$ cat config.mk
export PLATFORM = sky130hd
export DESIGN_NAME = alu_md_controller
export DESIGN_NICKNAME = d
export VERILOG_FILES = /design/src/rtl/alu_md_controller.sv
export SDC_FILE = /design/constraint.sdc
export NUM_CORES = 1
export LEC_CHECK = 0
export ABC_AREA = 1
export BUFFER_PORTS_ARGS = -buffer_cell sky130_fd_sc_hd__clkbuf_2
export CORE_UTILIZATION = 25
export CTS_CLUSTER_DIAMETER = 200
export CTS_CLUSTER_SIZE = 25
export DETAILED_ROUTE_END_ITERATION = 10
export HOLD_SLACK_MARGIN = 0.05
export MAX_ROUTING_LAYER = met4
export PLACE_DENSITY_LB_ADDON = 0.12
export SYNTH_ARGS = -nofsm -noshare
export SYNTH_HDL_FRONTEND = slang
export SYNTH_SLANG_ARGS = --single-unit
$ cat constraint.sdc
create_clock -name clk -period 12.3 [get_ports clk]
set_input_delay 3.69 -clock clk [delete_from_list [all_inputs] [get_ports clk]]
set_output_delay 3.69 -clock clk [all_outputs]
set_load 0.01 [all_outputs]
$ cat src/rtl/alu_md_controller.sv
// alu_md_controller: EX-stage ALU control decoder with an embedded iterative
// RV32M multiply/divide engine.
//  - Operation is decoded combinationally from ALUOp/Funct7/Funct3.
//  - R-type Funct7=0000001 instructions run in a shift-add multiplier or a
//    restoring divider (one bit per cycle), and the pipeline stalls meanwhile.
//  - Optional macro MD_EARLY_OUT_EN: divide by zero, multiply by zero and the
//    signed division overflow go straight from IDLE to DONE (1-cycle result).
//    Without the macro every md op takes exactly WIDTH+1 cycles.
module alu_md_controller #(
  parameter  int WIDTH = 32,
  localparam int CNT_W = $clog2(WIDTH) + 1
) (
  input  logic             clk,
  input  logic             rst_n,
  input  logic             valid,
  input  logic             flush,
  input  logic             is_rtype,
  input  logic [1:0]       ALUOp,
  input  logic [6:0]       Funct7,
  input  logic [2:0]       Funct3,
  input  logic [WIDTH-1:0] op_a,
  input  logic [WIDTH-1:0] op_b,
  output logic [3:0]       Operation,
  output logic             md_sel,
  output logic [WIDTH-1:0] md_result,
  output logic             md_done,
  output logic             stall
);

  // ALU operation codes
  localparam logic [3:0] OP_AND  = 4'b0000;
  localparam logic [3:0] OP_OR   = 4'b0001;
  localparam logic [3:0] OP_ADD  = 4'b0010;
  localparam logic [3:0] OP_XOR  = 4'b0011;
  localparam logic [3:0] OP_SLL  = 4'b0100;
  localparam logic [3:0] OP_SRL  = 4'b0101;
  localparam logic [3:0] OP_SUB  = 4'b0110;
  localparam logic [3:0] OP_SRA  = 4'b0111;
  localparam logic [3:0] OP_BR   = 4'b1000;
  localparam logic [3:0] OP_SLT  = 4'b1100;
  localparam logic [3:0] OP_SLTU = 4'b1101;

  localparam logic [6:0] F7_ALT = 7'b0100000;
  localparam logic [6:0] F7_MD  = 7'b0000001;

  localparam logic [WIDTH-1:0]   ZERO_W   = {WIDTH{1'b0}};
  localparam logic [WIDTH-1:0]   ONES_W   = {WIDTH{1'b1}};
  localparam logic [WIDTH-1:0]   ONE_W    = {{(WIDTH-1){1'b0}}, 1'b1};
  localparam logic [WIDTH-1:0]   MIN_W    = {1'b1, {(WIDTH-1){1'b0}}};
  localparam logic [2*WIDTH-1:0] ONE_2W   = {{(2*WIDTH-1){1'b0}}, 1'b1};
  localparam logic [WIDTH:0]     ZERO_W1  = {(WIDTH+1){1'b0}};
  localparam logic [CNT_W-1:0]   CNT_ZERO = {CNT_W{1'b0}};
  localparam logic [CNT_W-1:0]   CNT_ONE  = {{(CNT_W-1){1'b0}}, 1'b1};
  localparam logic [CNT_W-1:0]   CNT_LAST = CNT_W'(WIDTH - 1);

  typedef enum logic [1:0] {
    S_IDLE = 2'b00,
    S_BUSY = 2'b01,
    S_DONE = 2'b10
  } md_state_e;

  // Sign-correct the raw engine result and pick the field Funct3 asks for.
  // acc holds the product for multiplies, {remainder, quotient} for divides.
  function automatic logic [WIDTH-1:0] md_finish(
    input logic [2:0]         f3,
    input logic [2*WIDTH-1:0] acc,
    input logic               neg_res,
    input logic               neg_rem,
    input logic               div_zero
  );
    logic [2*WIDTH-1:0] prod;
    logic [WIDTH-1:0]   quo;
    logic [WIDTH-1:0]   rem;
    prod = neg_res ? (~acc + ONE_2W) : acc;
    if (div_zero) begin
      quo = ONES_W;
    end else begin
      quo = neg_res ? (~acc[WIDTH-1:0] + ONE_W) : acc[WIDTH-1:0];
    end
    rem = neg_rem ? (~acc[2*WIDTH-1:WIDTH] + ONE_W) : acc[2*WIDTH-1:WIDTH];
    case (f3)
      3'b000:                 md_finish = prod[WIDTH-1:0];
      3'b001, 3'b010, 3'b011: md_finish = prod[2*WIDTH-1:WIDTH];
      3'b100, 3'b101:         md_finish = quo;
      3'b110, 3'b111:         md_finish = rem;
      default:                md_finish = ZERO_W;
    endcase
  endfunction

  md_state_e          state_q, state_d;
  logic [2*WIDTH-1:0] acc_q, acc_d;
  logic [WIDTH-1:0]   opnd_q, opnd_d;
  logic [2:0]         f3_q, f3_d;
  logic               neg_res_q, neg_res_d;
  logic               neg_rem_q, neg_rem_d;
  logic               div_zero_q, div_zero_d;
  logic [CNT_W-1:0]   cnt_q, cnt_d;
  logic [WIDTH-1:0]   md_result_q, md_result_d;
  logic               md_done_q, md_done_d;

  logic               md_op;
  logic [3:0]         alu_op;
  logic               stall_c;
  logic               is_div;
  logic               a_signed, b_signed;
  logic               neg_a, neg_b;
  logic [WIDTH-1:0]   mag_a, mag_b;
  logic               b_zero;
  logic [WIDTH:0]     mul_sum;
  logic [2*WIDTH-1:0] mul_next;
  logic [WIDTH:0]     div_shift;
  logic [WIDTH:0]     div_diff;
  logic [2*WIDTH-1:0] div_next;

  assign md_op = valid & is_rtype & (ALUOp == 2'b10) & (Funct7 == F7_MD);

  // Single-cycle ALU decode; md ops and unknown encodings fall back to ADD.
  always_comb begin
    alu_op = OP_ADD;
    if (md_op) begin
      alu_op = OP_ADD;
    end else begin
      case (ALUOp)
        2'b00: alu_op = OP_ADD;
        2'b01: alu_op = OP_BR;
        2'b10: begin
          case (Funct3)
            3'b000: alu_op = (is_rtype && (Funct7 == F7_ALT)) ? OP_SUB : OP_ADD;
            3'b001: alu_op = OP_SLL;
            3'b010: alu_op = OP_SLT;
            3'b011: alu_op = OP_SLTU;
            3'b100: alu_op = OP_XOR;
            3'b101: alu_op = (Funct7 == F7_ALT) ? OP_SRA : OP_SRL;
            3'b110: alu_op = OP_OR;
            3'b111: alu_op = OP_AND;
            default: alu_op = OP_ADD;
          endcase
        end
        2'b11: alu_op = OP_ADD;
        default: alu_op = OP_ADD;
      endcase
    end
  end

  // Operand signedness per Funct3 and the magnitudes the engine works on.
  always_comb begin
    a_signed = 1'b0;
    b_signed = 1'b0;
    case (Funct3)
      3'b001:         begin a_signed = 1'b1; b_signed = 1'b1; end
      3'b010:         begin a_signed = 1'b1; b_signed = 1'b0; end
      3'b100, 3'b110: begin a_signed = 1'b1; b_signed = 1'b1; end
      default:        begin a_signed = 1'b0; b_signed = 1'b0; end
    endcase
    is_div = Funct3[2];
    neg_a  = a_signed & op_a[WIDTH-1];
    neg_b  = b_signed & op_b[WIDTH-1];
    mag_a  = neg_a ? (~op_a + ONE_W) : op_a;
    mag_b  = neg_b ? (~op_b + ONE_W) : op_b;
    b_zero = (op_b == ZERO_W);
  end

  // One engine step: shift-add multiply or restoring divide on acc_q.
  always_comb begin
    mul_sum   = {1'b0, acc_q[2*WIDTH-1:WIDTH]} + (acc_q[0] ? {1'b0, opnd_q} : ZERO_W1);
    mul_next  = {mul_sum, acc_q[WIDTH-1:1]};
    div_shift = {acc_q[2*WIDTH-1:WIDTH], acc_q[WIDTH-1]};
    div_diff  = div_shift - {1'b0, opnd_q};
    if (div_diff[WIDTH]) begin
      div_next = {div_shift[WIDTH-1:0], acc_q[WIDTH-2:0], 1'b0};
    end else begin
      div_next = {div_diff[WIDTH-1:0], acc_q[WIDTH-2:0], 1'b1};
    end
  end

`ifdef MD_EARLY_OUT_EN
  logic             a_zero;
  logic             div_ovf;
  logic             early_hit;
  logic [WIDTH-1:0] early_res;

  // Recognise operand patterns whose result is known without iterating.
  always_comb begin
    a_zero    = (op_a == ZERO_W);
    div_ovf   = is_div & a_signed & (op_a == MIN_W) & (op_b == ONES_W);
    early_hit = 1'b0;
    early_res = ZERO_W;
    if (is_div) begin
      if (b_zero) begin
        early_hit = 1'b1;
        early_res = Funct3[1] ? op_a : ONES_W;
      end else if (div_ovf) begin
        early_hit = 1'b1;
        early_res = Funct3[1] ? ZERO_W : MIN_W;
      end else begin
        early_hit = 1'b0;
        early_res = ZERO_W;
      end
    end else begin
      if (a_zero || b_zero) begin
        early_hit = 1'b1;
        early_res = ZERO_W;
      end else begin
        early_hit = 1'b0;
        early_res = ZERO_W;
      end
    end
  end
`endif

  // md FSM next-state, datapath updates and the stall request.
  always_comb begin
    state_d     = state_q;
    acc_d       = acc_q;
    opnd_d      = opnd_q;
    f3_d        = f3_q;
    neg_res_d   = neg_res_q;
    neg_rem_d   = neg_rem_q;
    div_zero_d  = div_zero_q;
    cnt_d       = cnt_q;
    md_result_d = md_result_q;
    md_done_d   = 1'b0;
    stall_c     = 1'b0;
    case (state_q)
      S_IDLE: begin
        stall_c = md_op;
        if (md_op && !flush) begin
          f3_d       = Funct3;
          neg_res_d  = neg_a ^ neg_b;
          neg_rem_d  = neg_a;
          div_zero_d = is_div & b_zero;
          cnt_d      = CNT_ZERO;
          if (is_div) begin
            opnd_d = mag_b;
            acc_d  = {ZERO_W, mag_a};
          end else begin
            opnd_d = mag_a;
            acc_d  = {ZERO_W, mag_b};
          end
`ifdef MD_EARLY_OUT_EN
          if (early_hit) begin
            state_d     = S_DONE;
            md_result_d = early_res;
            md_done_d   = 1'b1;
          end else begin
            state_d = S_BUSY;
          end
`else
          state_d = S_BUSY;
`endif
        end else begin
          state_d = S_IDLE;
        end
      end
      S_BUSY: begin
        if (flush) begin
          state_d = S_IDLE;
          cnt_d   = CNT_ZERO;
          stall_c = 1'b0;
        end else begin
          stall_c = 1'b1;
          acc_d   = f3_q[2] ? div_next : mul_next;
          if (cnt_q == CNT_LAST) begin
            state_d     = S_DONE;
            cnt_d       = CNT_ZERO;
            md_result_d = md_finish(f3_q, acc_d, neg_res_q, neg_rem_q, div_zero_q);
            md_done_d   = 1'b1;
          end else begin
            cnt_d = cnt_q + CNT_ONE;
          end
        end
      end
      // The pipeline advances in DONE, so the held instruction is not restarted.
      S_DONE: begin
        state_d = S_IDLE;
        stall_c = 1'b0;
      end
      default: begin
        state_d = S_IDLE;
      end
    endcase
  end

  // State and datapath registers with asynchronous reset.
  always_ff @(posedge clk or negedge rst_n) begin
    if (!rst_n) begin
      state_q     <= S_IDLE;
      acc_q       <= {(2*WIDTH){1'b0}};
      opnd_q      <= ZERO_W;
      f3_q        <= 3'b000;
      neg_res_q   <= 1'b0;
      neg_rem_q   <= 1'b0;
      div_zero_q  <= 1'b0;
      cnt_q       <= CNT_ZERO;
      md_result_q <= ZERO_W;
      md_done_q   <= 1'b0;
    end else begin
      state_q     <= state_d;
      acc_q       <= acc_d;
      opnd_q      <= opnd_d;
      f3_q        <= f3_d;
      neg_res_q   <= neg_res_d;
      neg_rem_q   <= neg_rem_d;
      div_zero_q  <= div_zero_d;
      cnt_q       <= cnt_d;
      md_result_q <= md_result_d;
      md_done_q   <= md_done_d;
    end
  end

  assign Operation = alu_op;
  assign md_sel    = md_op;
  assign md_result = md_result_q;
  // A flush in the DONE cycle kills the completion pulse.
  assign md_done   = md_done_q & ~flush;
  assign stall     = stall_c;

endmodule

==> summary.txt, run 1 <==
Status
  – Status: completed

Critical path
  – WP data arrival: 5.31 ns
  – CP Data Required Time: 8.61 ns
  – Max stage delay on crit path: 0.63 ns
  – Crit path launch type: input port
  – Delay-heaviest family, CP: buffers and inverters
  – CP bufs+invs: 4
  – Crit path cell chain: clkbuf_2 -> inv_1 -> buf_4 -> a21oi_1 -> a21oi_1 -> nor4_1 -> clkbuf_2
  – FF-to-FF path depth: 33
  – Setup CP Type: in2out
  – Slowest stage cell, crit path: clkbuf_2
  – Crit Path Max Fanout: 43
  – Critical Path Stages: 7
  – Critical path endpoint category: primary output

Pwr
  – PwrDens: 77.0 nW/um^2
  – Peak supply drop: 0.000103 V
  – Pleak: 10.2 nW

Detailed routing
  – DRT Wirelength: 81.8 mm
  – Iter 0 DRT Violations: 1466
  – Routed Antenna Nets: 0
  – Residual DRC count: 0
  – 1st-pass router iterations: 5
  – Wire per inst: 20.1 um
  – Routed vias/inst: 4.85
  – DR vias: 19800

Clock tree
  – Hold-fix buffers, CTS: 0
  – Post-cts sizing count: 0
  – Post-CTS setup buffers: 0
  – Clk slew on worst S/H paths: 0.07 ns
  – TritonCTS clock tree: yes
  – Root Buffer Master: clkbuf_16
  – Clock Latency Late Sink: 0.49 ns
  – CTS buffer count: 17
  – Clk buf depth: 2
  – CTS Sinks: 143
  – H-Tree Depth: 4

STA
  – Unrepaired setup endpoints after global routing: no
  – Max-slew headroom: 0.314
  – Clock Skew: 0.0135 ns
  – Worst Tran Pin Value: 1.02 ns
  – Final cycle utilization of the critical path: 0.732
  – Fin worst setup slack: 3.30 ns
  – Max-slew violations: 0
  – Final min period: 9.00 ns
  – Final TNS setup: 0 ns
  – # setup viols final: 0
  – Final Hold Vio Count: 0
  – Highest clock rate: 0.111 GHz

Synth
  – EDFF count, synth: 0
  – Mapped Cells: 3057
  – Synth Cell Area: 17600 um^2
  – Dominant cells by area after synthesis: nand2_1 21%, dfrtp_1 20%, inv_1 9.5%
  – Post-Syn Nets: 3211
  – Main synth FF type: dfrtp_1
  – Number of synthesis warnings: 0
  – Asr flop ratio synth: 1.00
  – Syn avg cell area: 5.76 um^2
  – Seq/Total Area, Yosys: 0.203
  – Yosys reg bits: 143
  – Share of the synthesized area in the top cell type: 0.206
  – Cell taking the most area after synthesis: nand2_1
  – Netlist cell types: 60

Min path
  – Min-delay worst type: reg2reg
  – Hold path cells: 2

GRT
  – Initial antenna violation count: 0
  – Grt total ovfl: 0
  – Total track usage: 0.237
  – Met3 GRT Util: 0.0232
  – First-pass GRT wire length: 121 mm
  – Most used routing layer: met2
  – Vias in the first global route: 18900
  – GR Layer Usage met1: 0.303
  – Largest net degree at the start of global routing: 59
  – Grt met2 use: 0.395

Floorplanning
  – Starting density of the core: 0.255
  – Die footprint: 71400 um^2
  – Cell row count: 96
  – CORE AREA: 69100 um^2
  – Die Y: 267 um
  – DIE WIDTH: 267 um
  – IO Pins: 120

Run
  – Max Cap Viol: 0

Placed design
  – RePlAce Congestion: 0.925
  – Final HPWL DP: 66.8 mm
  – Post-Place Setup Slack: 3.32 ns
  – Number of port buffers: 119

Cells and area
  – Fin util: 0.285
  – Layout cells sized above 1: 0.0812
  – Synth-to-layout area growth: 12.0%
  – Filler cell count: 8105
  – Nets: 3283
  – Diode count: 0
[final cells by class]
cell class / instances / area, um^2 / share of cell area
inverter: 456 / 1710 / 0.0868
clock inverter: 15 / 148 / 0.00749
sequential: 143 / 3580 / 0.182
multi-input combinational: 2364 / 11900 / 0.602
tap: 931 / 1160 / 0.0591
timing repair buffer: 147 / 812 / 0.0412
clock buffer: 17 / 425 / 0.0216
[power by group]
part	total [W]	internal [W]	switching (W)
Clock	0.000539	0.000283	0.000256
Combinational	0.000483	0.000138	0.000345
Sequential	0.000496	0.000481	0.0000154
Total	0.00152	0.000901	0.000617
[cells in the mapped netlist (11+ instances only)]
cell / n
o221ai_1: 25
nor4_1: 13
a21oi_1: 146
nand4_1: 18
xor2_1: 74
xnor2_1: 39
nand2_1: 967
clkbuf_1: 62
ha_1: 71
a22oi_1: 23
nor3_1: 33
buf_2: 12
dfrtp_1: 143
nand2_2: 18
nand3_1: 245
a2bb2oi_1: 11
o21ai_0: 196
o211ai_1: 20
nor2_1: 330
o22ai_1: 19
nand3b_1: 20
inv_1: 445
nor2_2: 12
[metrics by stage]
stage / cells / area [um^2] / total power (W) / hold slack [ns]
3_3_place_gp: 4041 / 19100 / 0.000992 / 0.468
3_5_place_dp: 4041 / 19100 / 0.000989 / 0.468
4_1_cts: 4073 / 19700 / 0.00154 / 0.486
6_report: 4073 / 19700 / 0.00152 / 0.483
5_1_grt: 4073 / 19700 / 0.00160 / 0.507
2_1_floorplan: 3057 / 17600 / 0.000798 / 0.444
[worst reg2reg max path: cells and delay by family, from the launching register on]
kind / cells / cell delay [ns]
simple gates: 26 / 3.80
fa+ha+maj: 3 / 1.04
buf+inv: 3 / 0.48
flops: 1 / 0.44
compound gates: 1 / 0.35
[sequential cells by signal, indices dropped and copies added, names as in the netlist]
register,flops
md_result,32
div_zero_q,1
acc_q,64
opnd_q,32
neg_res_q,1
f3_q,3
md_done_q,1
state_q,2
cnt_q,6
neg_rem_q,1
[logic make-up after synthesis]
group	after synthesis	share of synthesized area
compound gates	495	0.165
xor+xnor	113	0.0562
fa+ha+maj	73	0.0528
buf+inv	550	0.122
flops	143	0.203
simple gates	1683	0.401
[worst paths after layout]
check / to / startpoint / slack (ns)
max in group asynchronous: f3_q[2]$_DFFE_PN0P_ / rst_n / 7.88
worst max-delay path: Operation[0] / Funct3[2] / 3.30
worst min register to register: md_result[25]$_DFFE_PN0P_ / md_result[25]$_DFFE_PN0P_ / 0.48
min in group asynchronous: cnt_q[5]$_DFFE_PN0P_ / rst_n / 3.13
worst min-delay path: md_result[25]$_DFFE_PN0P_ / md_result[25]$_DFFE_PN0P_ / 0.48
worst max register to register: md_result[12]$_DFFE_PN0P_ / opnd_q[0]$_DFFE_PN0P_ / 6.11
[placed cells by master (no fill, tap or decap), types with 4 or more instances in the layout]
cell type / synthesis / final
o211ai_1: 20 / 20
a22oi_1: 23 / 23
buf_4: 2 / 28
nand4_1: 18 / 18
dfrtp_1: 143 / 141
a2bb2oi_1: 11 / 11
nor2_1: 330 / 329
inv_1: 445 / 445
clkinvlp_4: 0 / 5
inv_6: 0 / 5
o21ai_0: 196 / 196
or2_2: 6 / 6
nand2_4: 6 / 6
a31oi_1: 4 / 4
xnor2_1: 39 / 39
nor4_1: 13 / 13
nand3_1: 245 / 245
nand2_2: 18 / 18
o21bai_1: 9 / 9
nor3_1: 33 / 33
o21ai_2: 8 / 8
nand2_1: 967 / 967
o21ai_1: 9 / 9
nand3_2: 4 / 4
o21a_1: 10 / 10
a21oi_1: 146 / 146
xor2_1: 74 / 74
clkbuf_2: 0 / 118
inv_2: 8 / 8
nand3b_1: 20 / 20
clkbuf_16: 0 / 17
o22ai_1: 19 / 19
o221ai_1: 25 / 25
nor2_2: 12 / 13
ha_1: 71 / 71
[layer usage]
metal | vias to the layer above | part of all wire
met3 | 76 | 0.040
met2 | 498 | 0.48
met5 | - | 0
met4 | 0 | 0.026
met1 | 9239 | 0.46
li1 | 9949 | -
(Power assumes the default switching activity.)
==> inputs of run 2 (changes only) <==
clock period = 8.4 ns   (was 12.3 ns; I/O delays follow)
==> run 2 against run 1 <==
Register-to-register slack worse by 3.6 ns. Hold slack worse by 0.0036 ns. Non-clock buffer count decreased by 4. Critical path depth shrank 1. Highest routed layer unchanged. Sequential power grew 47%. Global-route usage is 0.56 points higher. Cell area shrank 0.26%. Largest power group unchanged. Clock-buffer cell count is 4 higher. Die area is the same. Clock power grew 41%. Critical endpoint is now Operation[2].
==> summary.txt, run 2 (synthesis gave the netlist of run 1 again) <==
Detailed routing
  – 1st-pass router iterations: 5
  – Routed Antenna Nets: 0
  – DR vias: 19700
  – Wire per inst: 20.2 um
  – Iter 0 DRT Violations: 1543
  – Residual DRC count: 0
  – Routed vias/inst: 4.84
  – DRT Wirelength: 82.4 mm

Floorplanning
  – IO Pins: 120
  – Starting density of the core: 0.255
  – Cell row count: 96
  – Die Y: 267 um
  – Die footprint: 71400 um^2
  – CORE AREA: 69100 um^2
  – DIE WIDTH: 267 um

GRT
  – Grt total ovfl: 0
  – Vias in the first global route: 19400
  – First-pass GRT wire length: 124 mm
  – Largest net degree at the start of global routing: 67
  – Initial antenna violation count: 0
  – Total track usage: 0.242

Clock tree
  – CTS Sinks: 143
  – Hold-fix buffers, CTS: 0
  – Clk buf depth: 2
  – Clk slew on worst S/H paths: 0.06 ns
  – Clock Latency Late Sink: 0.50 ns
  – Root Buffer Master: clkbuf_16
  – TritonCTS clock tree: yes
  – CTS buffer count: 17
  – Post-CTS setup buffers: 0
  – Post-cts sizing count: 0
  – H-Tree Depth: 4

Critical path
  – Crit Path Max Fanout: 43
  – WP data arrival: 4.17 ns
  – Critical path endpoint category: primary output
  – CP Data Required Time: 5.88 ns
  – FF-to-FF path depth: 33
  – Setup CP Type: in2out
  – Crit path launch type: input port
  – Worst R2R End: md_result[12]$_DFFE_PN0P_
  – Critical R2R Launch: opnd_q[0]$_DFFE_PN0P_
  – R2R setup slack: 2.47 ns

Pwr
  – Switching Fraction: 0.397
  – Sequential fraction of design power: 0.332
  – Clock share of power: 0.346
  – Pwr Total: 0.00220 W
  – Peak supply drop: 0.000116 V
  – Comb pwr share: 0.322
  – Internal: 0.00132 W
  – Pleak: 10.2 nW
  – PwrDens: 112 nW/um^2
  – NetSw: 0.000873 W

STA
  – Final cycle utilization of the critical path: 0.796
  – Clock Skew: 0.0243 ns
  – Final Hold Vio Count: 0
  – Highest clock rate: 0.150 GHz
  – Final TNS setup: 0 ns
  – Final min period: 6.69 ns
  – Max-slew headroom: 0.268
  – Unrepaired setup endpoints after global routing: no
  – # setup viols final: 0
  – Max-slew violations: 0
  – Worst Tran Pin Value: 1.09 ns

Cells and area
  – Nets: 3279
  – Layout cells sized above 1: 0.0794
  – Synth-to-layout area growth: 11.7%
  – Biggest register: acc_q
  – Diode count: 0
  – Most common cell after layout, fill and taps aside: nand2_1
  – Most frequent cells in the layout: 967 x nand2_1, 445 x inv_1, 329 x nor2_1, 245 x nand3_1, 196 x o21ai_0
  – Largest register FFs: 64
  – Cell Count, Final, Fillers Out: 4068

Min path
  – Hold path cells: 2
  – Hold EP: md_result[31]$_DFFE_PN0P_
  – Worst Hold Launch: md_result[31]$_DFFE_PN0P_
  – Min-delay worst type: reg2reg

Status
  – Status: completed

Placed design
  – RePlAce Congestion: 0.932
  – Final HPWL DP: 67.3 mm
  – Placed cell count: 4037
  – Number of port buffers: 119

Run
  – Max Cap Viol: 0
==> run 2: metrics by stage <==
stage          utilization  worst slack [ns]  hold slack [ns]  area [um^2]
6_report             0.285              1.71            0.480        19700
5_1_grt              0.285              1.55            0.490        19700
4_1_cts              0.285              1.70            0.485        19700
3_5_place_dp         0.277              1.71            0.469        19100
3_3_place_gp         0.277              1.64            0.468        19100
2_1_floorplan            -              2.30            0.444        17600
==> run 2: power by group through the flow <==
stage	clock, W	sequential (W)	combinational, W
after global routing	0.000803	0.000732	0.000784
after global placement	0	0.000743	0.000711
final	0.000761	0.000730	0.000707
after CTS	0.000778	0.000730	0.000710
after detailed placement	0	0.000743	0.000707
after floorplan	0	0.000728	0.000441
==> run 2: final cells by class <==
| type | count | area, um^2 |
|---|---|---|
| Clock buffer | 21 | 460 |
| Clock inverter | 10 | 90.1 |
| Fill cell | 8083 | 49400 |
| Inverter | 456 | 1710 |
| Multi-Input combinational cell | 2364 | 11900 |
| Sequential cell | 143 | 3580 |
| Tap cell | 931 | 1160 |
| Timing Repair Buffer | 143 | 782 |
==> run 2: critical path: stages <==
cell and delay [ns]:
clkbuf_2 0.48, inv_1 0.26, buf_4 0.36, a21oi_1 0.08
nor4_1 0.27, clkbuf_2 0.18
==> run 2: per-layer routing <==
layer / part of all wire / global-route usage
met1: 0.46 / 0.309
met2: 0.48 / 0.405
met3: 0.041 / 0.0267
met4: 0.024 / 0.0629
met5: 0 / -
==> run 2: how the worst max path moves through the flow <==
stage | startpoint | to | slack (ns) | cells past startpoint
2_1_floorplan | Funct3[2] | Operation[0] | 2.30 | 6
3_3_place_gp | Funct3[2] | Operation[2] | 1.64 | 6
3_5_place_dp | Funct3[2] | Operation[2] | 1.71 | 6
4_1_cts | Funct3[2] | Operation[2] | 1.70 | 6
5_1_grt | Funct3[2] | Operation[2] | 1.55 | 6
6_report | Funct3[2] | Operation[2] | 1.71 | 6
